--- config.mk ---
export PLATFORM = sky130hd
export DESIGN_NAME = lose_timeout_timer
export DESIGN_NICKNAME = d
export VERILOG_FILES = /design/src/rtl/lose_timeout_timer.sv
export SDC_FILE = /design/constraint.sdc
export NUM_CORES = 1
export LEC_CHECK = 0
export ABC_AREA = 1
export CORE_ASPECT_RATIO = 0.9
export CORE_MARGIN = 1
export CORE_UTILIZATION = 35
export CTS_CLUSTER_SIZE = 24
export DETAILED_ROUTE_END_ITERATION = 8
export GPL_ROUTABILITY_DRIVEN = 0
export PLACE_DENSITY_LB_ADDON = 0.08
export SLEW_MARGIN = 20
export SYNTH_ARGS = -nofsm -noshare
export SYNTH_HDL_FRONTEND = slang
export SYNTH_SLANG_ARGS = --single-unit
--- constraint.sdc ---
create_clock -name clk -period 1.3 [get_ports clk]
set_input_delay 0.26 -clock clk [delete_from_list [all_inputs] [get_ports clk]]
set_output_delay 0.26 -clock clk [all_outputs]
set_load 0.02 [all_outputs]
--- src/rtl/lose_timeout_timer.sv ---
// lose_timeout_timer
// Game-over hold timer. While the game-state FSM sits in its lose state with
// en_counter high, this block counts LOSE_SECS one-second ticks (TICK_DIV clk
// cycles each). It then emits a single-cycle time_out pulse and parks in DONE
// until en_counter drops, so a slow FSM cannot trigger a second count.
// secs_left and blink feed the "game over" overlay.
//
// Build option: define LOSE_TIMER_BLINK_EN to get a ~50% duty, 1 Hz blink
// strobe during the count. Without it the blink comparator is not built, and
// blink simply mirrors busy (a steady overlay).
module lose_timeout_timer #(
  parameter int TICK_DIV  = 50_000_000,
  parameter int LOSE_SECS = 3,
  parameter int CNT_W     = $clog2(TICK_DIV)
) (
  input  logic       clk,
  input  logic       rst,
  input  logic       en_counter,
  output logic       time_out,
  output logic [3:0] secs_left,
  output logic       busy,
  output logic       blink
);

  typedef enum logic [1:0] {
    IDLE  = 2'd0,
    COUNT = 2'd1,
    DONE  = 2'd2
  } state_t;

  localparam logic [CNT_W-1:0] TICK_LAST = CNT_W'(TICK_DIV - 1);
  localparam logic [CNT_W-1:0] PRESC_ONE = CNT_W'(1);
  localparam logic [3:0]       SECS_INIT = 4'(LOSE_SECS);
`ifdef LOSE_TIMER_BLINK_EN
  // Blink is high for the first half of every one-second tick.
  localparam logic [CNT_W-1:0] BLINK_HALF = CNT_W'(TICK_DIV / 2);
`endif

  state_t           state_reg;
  logic [CNT_W-1:0] presc_reg;
  logic [CNT_W-1:0] presc_next;
  logic             tick;
`ifdef LOSE_TIMER_BLINK_EN
  logic             blink_reg;
`endif

  // The prescaler never exceeds TICK_LAST, so the increment cannot wrap
  // before the tick comparison catches it.
  assign presc_next = presc_reg + PRESC_ONE;
  assign tick       = (presc_reg == TICK_LAST);

  // Main FSM; every output is a register updated alongside the state.
  always_ff @(posedge clk or negedge rst) begin
    if (!rst) begin
      state_reg <= IDLE;
      presc_reg <= '0;
      time_out  <= 1'b0;
      secs_left <= 4'd0;
      busy      <= 1'b0;
`ifdef LOSE_TIMER_BLINK_EN
      blink_reg <= 1'b0;
`endif
    end else begin
      case (state_reg)
        IDLE: begin
          time_out  <= 1'b0;
          presc_reg <= '0;
          if (en_counter) begin
            // Edge E: secs_left and busy are visible from this edge on.
            state_reg <= COUNT;
            secs_left <= SECS_INIT;
            busy      <= 1'b1;
`ifdef LOSE_TIMER_BLINK_EN
            blink_reg <= 1'b1;
`endif
          end else begin
            secs_left <= 4'd0;
            busy      <= 1'b0;
`ifdef LOSE_TIMER_BLINK_EN
            blink_reg <= 1'b0;
`endif
          end
        end

        COUNT: begin
          time_out <= 1'b0;
          if (!en_counter) begin
            // Abort wins over a coincident tick; no pulse is issued.
            state_reg <= IDLE;
            presc_reg <= '0;
            secs_left <= 4'd0;
            busy      <= 1'b0;
`ifdef LOSE_TIMER_BLINK_EN
            blink_reg <= 1'b0;
`endif
          end else if (tick) begin
            presc_reg <= '0;
            // "<= 1" rather than "== 1" keeps secs_left from ever wrapping.
            if (secs_left <= 4'd1) begin
              state_reg <= DONE;
              secs_left <= 4'd0;
              time_out  <= 1'b1;
              busy      <= 1'b0;
`ifdef LOSE_TIMER_BLINK_EN
              blink_reg <= 1'b0;
`endif
            end else begin
              secs_left <= secs_left - 4'd1;
`ifdef LOSE_TIMER_BLINK_EN
              // Prescaler restarts at 0, which is always in the "on" half.
              blink_reg <= 1'b1;
`endif
            end
          end else begin
            presc_reg <= presc_next;
`ifdef LOSE_TIMER_BLINK_EN
            // Judge the value the prescaler is about to hold so blink lines
            // up with it cycle for cycle.
            blink_reg <= (presc_next < BLINK_HALF);
`endif
          end
        end

        DONE: begin
          // time_out drops here, so the pulse is exactly one cycle wide.
          time_out  <= 1'b0;
          presc_reg <= '0;
          secs_left <= 4'd0;
          busy      <= 1'b0;
`ifdef LOSE_TIMER_BLINK_EN
          blink_reg <= 1'b0;
`endif
          if (!en_counter) begin
            state_reg <= IDLE;
          end
        end

        default: begin
          // Unused encoding: fall back to a clean idle.
          state_reg <= IDLE;
          presc_reg <= '0;
          time_out  <= 1'b0;
          secs_left <= 4'd0;
          busy      <= 1'b0;
`ifdef LOSE_TIMER_BLINK_EN
          blink_reg <= 1'b0;
`endif
        end
      endcase
    end
  end

`ifdef LOSE_TIMER_BLINK_EN
  assign blink = blink_reg;
`else
  // Steady overlay: shown for exactly as long as the count is running.
  assign blink = busy;
`endif

endmodule

Word level (Yosys, flattened, before mapping)
Cells that the tools add are included.

Memories kept: 0. Memory bits (read-only): 0. Register bits: 34. Logic and storage cells: 41. Bits in latches: 0. Bits of input ports: 3. RAM bits: 0.

$lt $le $gt $ge: 1. Multiply operators: 0. Add/subtract/negate cells: 2. Reduce and logical (&&, ||, !) cells: 3. Mux-type cells: 23. Eq/ne operators: 7. Shift-type cells: 0. Bitwise logic cells: 0. Divide/modulo/power cells: 0.

Operators by type and width (count): $mux 26 (3); $add 26x1->26 const B (1); $eq 26x26->1 const B (1); $mux 2 (6); $mux 4 (3); $mux 1 (8); $pmux 4 s2 (1); $ne 3x3->1 const B (2); $pmux 2 s3 (1); $le 4x1->1 const B (1); $ne 2x2->1 const B (2); $reduce_and 4->1 (1); $sub 4x1->4 const B (1); $eq 2x1->1 const B (1); $eq 2x2->1 const B (1); $logic_not 2->1 (1); $pmux 1 s2 (1); $reduce_and 2->1 (1).

Logic depth before layout (Yosys ltp)
Word-level depth: 5. Depth in mapped cells: 10.

Least setup slack after synthesis
No wires, ideal clock.

Path type: flip-flop to flip-flop. Start: register secs_left[0]. End: register secs_left[0]. Clock period less this slack: 1508 ps. Stages on the path, launching flop included: 8. Arrival time: 1432 ps. Buffers on the path: 0. Setup slack: -208 ps. Cell sequence: dfrtp_1 inv_1 ha_1 o21ai_1 nand2_1 o21ai_0 nand2_1 o21ai_1.

Word-level cells in the longest chain between the ends: 5. Elaborated cells on any way between the ends: 6.

Ends and longest elaborated chain: start: declaration (RTL line 20) `output logic [3:0] secs_left,`; start signal: assignment (RTL line 108) `secs_left <= secs_left - 4'd1;`; $sub 4x1->4 / $le 4x1->1 (equally long branches) (RTL line 108, 99); $mux 4 * (RTL line 99) `if (secs_left <= 4'd1) begin`; $mux 4 * (RTL line 96) `end else if (tick) begin`; $mux 4 * (RTL line 87) `if (!en_counter) begin`; $pmux 4 s2 * (RTL line 64) `case (state_reg)`.

Every way passes the cells marked *; elsewhere a longest branch is shown, timed or not. The select of a mux whose other input is x is not followed. A chain may end at the register's enable or synchronous reset.

Worst setup path after layout
Start: register presc_reg[1]. End: register secs_left[0].

Word-level cells in the longest chain between the ends: 2.

Ends and longest elaborated chain: start: declaration (RTL line 40) `logic [CNT_W-1:0] presc_reg;`; start signal: assignment (RTL line 115) `presc_reg <= presc_next;`; $eq 26x26->1 (RTL line 50) `assign tick = (presc_reg == TICK_LAST);`; $ne 3x3->1 (no source line).

Every way passes these cells.

==> qor.txt <==
Setup TNS = -5.86 ns
Antenna cells = 0
Detailed-route wire length = 5760 µm
First-pass GRT wire length = 8990 µm
Critical path arrival = 1.70 ns
Status = complete, but fails checks
Hold/Removal Path Class = input pin to asynchronous set/reset pin
RSZ-0062 raised after global routing = true
Int Pwr = 2.09 mW
Die W = 82.5 µm
Worst-Margin Slew = 0.375 ns
Synth area leader = dfrtp_1
Sink Count = 34
Critical path capture point type = flop
Req. time, crit path = 1.48 ns
Die Y = 74.5 µm
Crit path cell chain = ha_4, nand3_4, nor2_2, nand2_2, o21ai_4, clkbuf_16, o21ai_1
Crit-path slowest cell = dfrtp_1
Maximum VDD drop = 0.000806 V
Detailed Place HPWL = 4380 µm
Layout area overhead = 44.8%
Die ar. = 0.00614 mm²
# Max-Cap Violations = 0
Total power = 3.26 mW
Net switching power figure = 1.17 mW
Power Density = 1100 mW/mm²
Post-synth design cell area = 0.00204 mm²
Layout cells sized above 1 = 33.2%
Via count = 2,093
CP max FO = 11
R2R depth = 7
Comb power frac = 37.8%
Port Buf Inserts = 9
Detail Route Antenna Nets = 0
Sw Share = 35.8%
Syn Nets = 299
Setup Viol. Count Final = 34
F_max = 659 MHz
Overall routing resource usage = 19.8%
Critical path class = flop to flop
Worst R2R Setup Slack = -0.22 ns
Clk pwr share = 24.0%
Vias per std cell = 4.66
Slew margin rel. = 75.0%
Initial antenna violation count = 0
Reg power frac = 38.2%
Final worst slack = -0.217 ns
P_leak = 1.35 nW
Sequential element share of the synthesized area = 41.7%
Yosys warning total = 0
Worst reg2reg path startpoint = presc_reg[1]
Root buf cell = clkbuf_8
CP max stage delay = 0.40 ns
Fin. max-slew vios = 0
Max reg flops = 26
Pre-Repair DR Iteration Count = 4
Clock-pin slew on the worst setup and hold paths = 0.08 ns
Pre-CTS setup slack = -0.209 ns
CTS tree = done
Final nets = 384
Total gr overflow = 0
Starting DRT DRC Count = 84
Syn Area/Cell = 6.97 µm²
WL/cell = 12.8 µm
Failing checks = negative setup slack
Period utilisation layout = 117%
CP Launch Type = flop
DRC Markers = 0
Largest net degree at the start of global routing = 23
Clk Latency, worst-skew pair = 0.29 ns
Top area cells in the synthesized netlist = dfrtp_1 42%, nand2_1 14%, nor2_1 13%
I/O pin cnt = 10
Vias in the first global route = 1,941
Hold Fails Final Rpt = 0
#FFs+latches synth = 34
Post-synth cell types = 22
Maximum buffer depth of the clock tree = 2
RR Endpoint = secs_left[0]
Cell count after synthesis = 293
Dpl cells = 437
Worst Clk Skew = 0.0107 ns
H-tree depth = 2
Fin cells = 449
Core Region = 0.00566 mm²
Cts bufs inserted = 5
Fin crit period = 1.52 ns
Initial cell density of the core = 36.1%
Std cell rows = 26
Share of the synthesized area in the top cell type = 41.7%
## synthesized netlist by cell type
master / n
nor2_4: 4
nand3_1: 17
ha_1: 3
inv_2: 5
nand4_1: 4
nand2_1: 78
buf_4: 2
nor2_1: 69
o21ai_2: 1
nor2_2: 6
dfrtp_1: 34
buf_6: 2
a21oi_1: 4
nand3_2: 2
inv_1: 30
o21ai_0: 3
nand2_2: 4
nor3_1: 12
o21ai_1: 4
a31oi_1: 3
xnor2_1: 2
xor2_1: 4
## stage by stage
stage | util [%] | cell area, µm² | hold WS (ns)
2_1_floorplan | - | 2070 | -0.0356
3_3_place_gp | 48.7 | 2750 | 0.197
3_5_place_dp | 48.7 | 2750 | 0.201
4_1_cts | 50.7 | 2870 | 0.427
5_1_grt | 52.2 | 2960 | 0.467
6_report | 52.2 | 2960 | 0.414
## worst max-delay path, delay by kind of cell, from the launching register on
family | cells | cell delay (ns)
AOI/OAI and AO/OA | 2 | 0.29
adders and majority gates | 1 | 0.18
and+or+nand+nor | 3 | 0.33
buffers and inverters | 1 | 0.21
DFF | 1 | 0.40
## layout make-up
class / instances / area [µm²]
tap: 70 / 87.6
sequential: 34 / 853
timing repair buffer: 82 / 671
multi-input combinational: 220 / 1130
fill: 580 / 2700
clock inverter: 2 / 10.0
clock buffer: 6 / 72.6
inverter: 35 / 131
## kinds of logic after synthesis
group                      count (synthesis)  share of synthesized area (%)
DFF                                       34                           41.7
adders and majority gates                  3                           1.84
buffers and inverters                     39                           8.27
and+or+nand+nor                          196                           41.6
AOI/OAI and AO/OA                         15                           4.04
xor gates and xnor gates                   6                           2.57
## power by group through the flow
stage,Sequential [mW],Clock [mW],Combinational [mW]
floorplan,1.32,0,0.542
global placement,1.25,0,1.15
detailed placement,1.25,0,1.16
CTS,1.23,0.812,1.13
global route,1.25,0.840,1.36
finish,1.24,0.783,1.23
## worst max-delay path by stage
stage	startpoint	endpoint	slack, ns	cells past startpoint
after floorplan	presc_reg[0]	secs_left[1]	-0.06	7
after global placement	en_counter	presc_reg[10]	-0.18	6
after detailed placement	presc_reg[1]	secs_left[1]	-0.21	8
after CTS	presc_reg[1]	secs_left[3]	-0.18	9
after global routing	presc_reg[1]	secs_left[1]	-0.31	8
final	presc_reg[1]	secs_left[0]	-0.22	7
## layer usage
metal  GRT usage [%]  part of all wire (%)
met5               0                     0
met4            4.02                  0.69
met3            4.05                   2.8
met2            29.6                    44
met1            29.5                    52
## repair_timing
| action | in CTS | in global routing |
|---|---|---|
| pin swaps | 4 | 3 |
| resized for setup | 18 | 17 |
| gates cloned | 0 | 1 |
| buffers inserted | 0 | 2 |
| hold buffers | 1 | 0 |
| endpoints found under the setup margin | 41 | 38 |
| hold endpoints to repair | 13 | 0 |
## layout by cell type, fill, tap and decap left out
cell type / netlist / final
a21oi_1: 4 / 4
a31oi_1: 3 / 3
buf_12: 0 / 3
buf_2: 0 / 1
buf_4: 2 / 69
clkbuf_1: 0 / 1
clkbuf_16: 0 / 1
clkbuf_2: 0 / 3
clkbuf_8: 0 / 5
clkdlybuf4s15_1: 0 / 1
clkdlybuf4s50_1: 0 / 1
clkinv_2: 0 / 2
dfrtp_1: 34 / 32
dfrtp_2: 0 / 2
dlygate4sd2_1: 0 / 2
dlygate4sd3_1: 0 / 1
ha_1: 3 / 2
ha_4: 0 / 1
inv_1: 30 / 29
inv_2: 5 / 6
nand2_1: 78 / 75
nand2_2: 4 / 7
nand3_1: 17 / 13
nand3_2: 2 / 5
nand3_4: 0 / 1
nand4_1: 4 / 4
nor2_1: 69 / 63
nor2_2: 6 / 9
nor2_4: 4 / 7
nor3_1: 12 / 11
nor3_2: 0 / 1
o21ai_0: 3 / 2
o21ai_1: 4 / 4
o21ai_4: 0 / 2
xnor2_1: 2 / 2
xor2_1: 4 / 3
xor2_2: 0 / 1
Power figures use the tool's default switching activity.
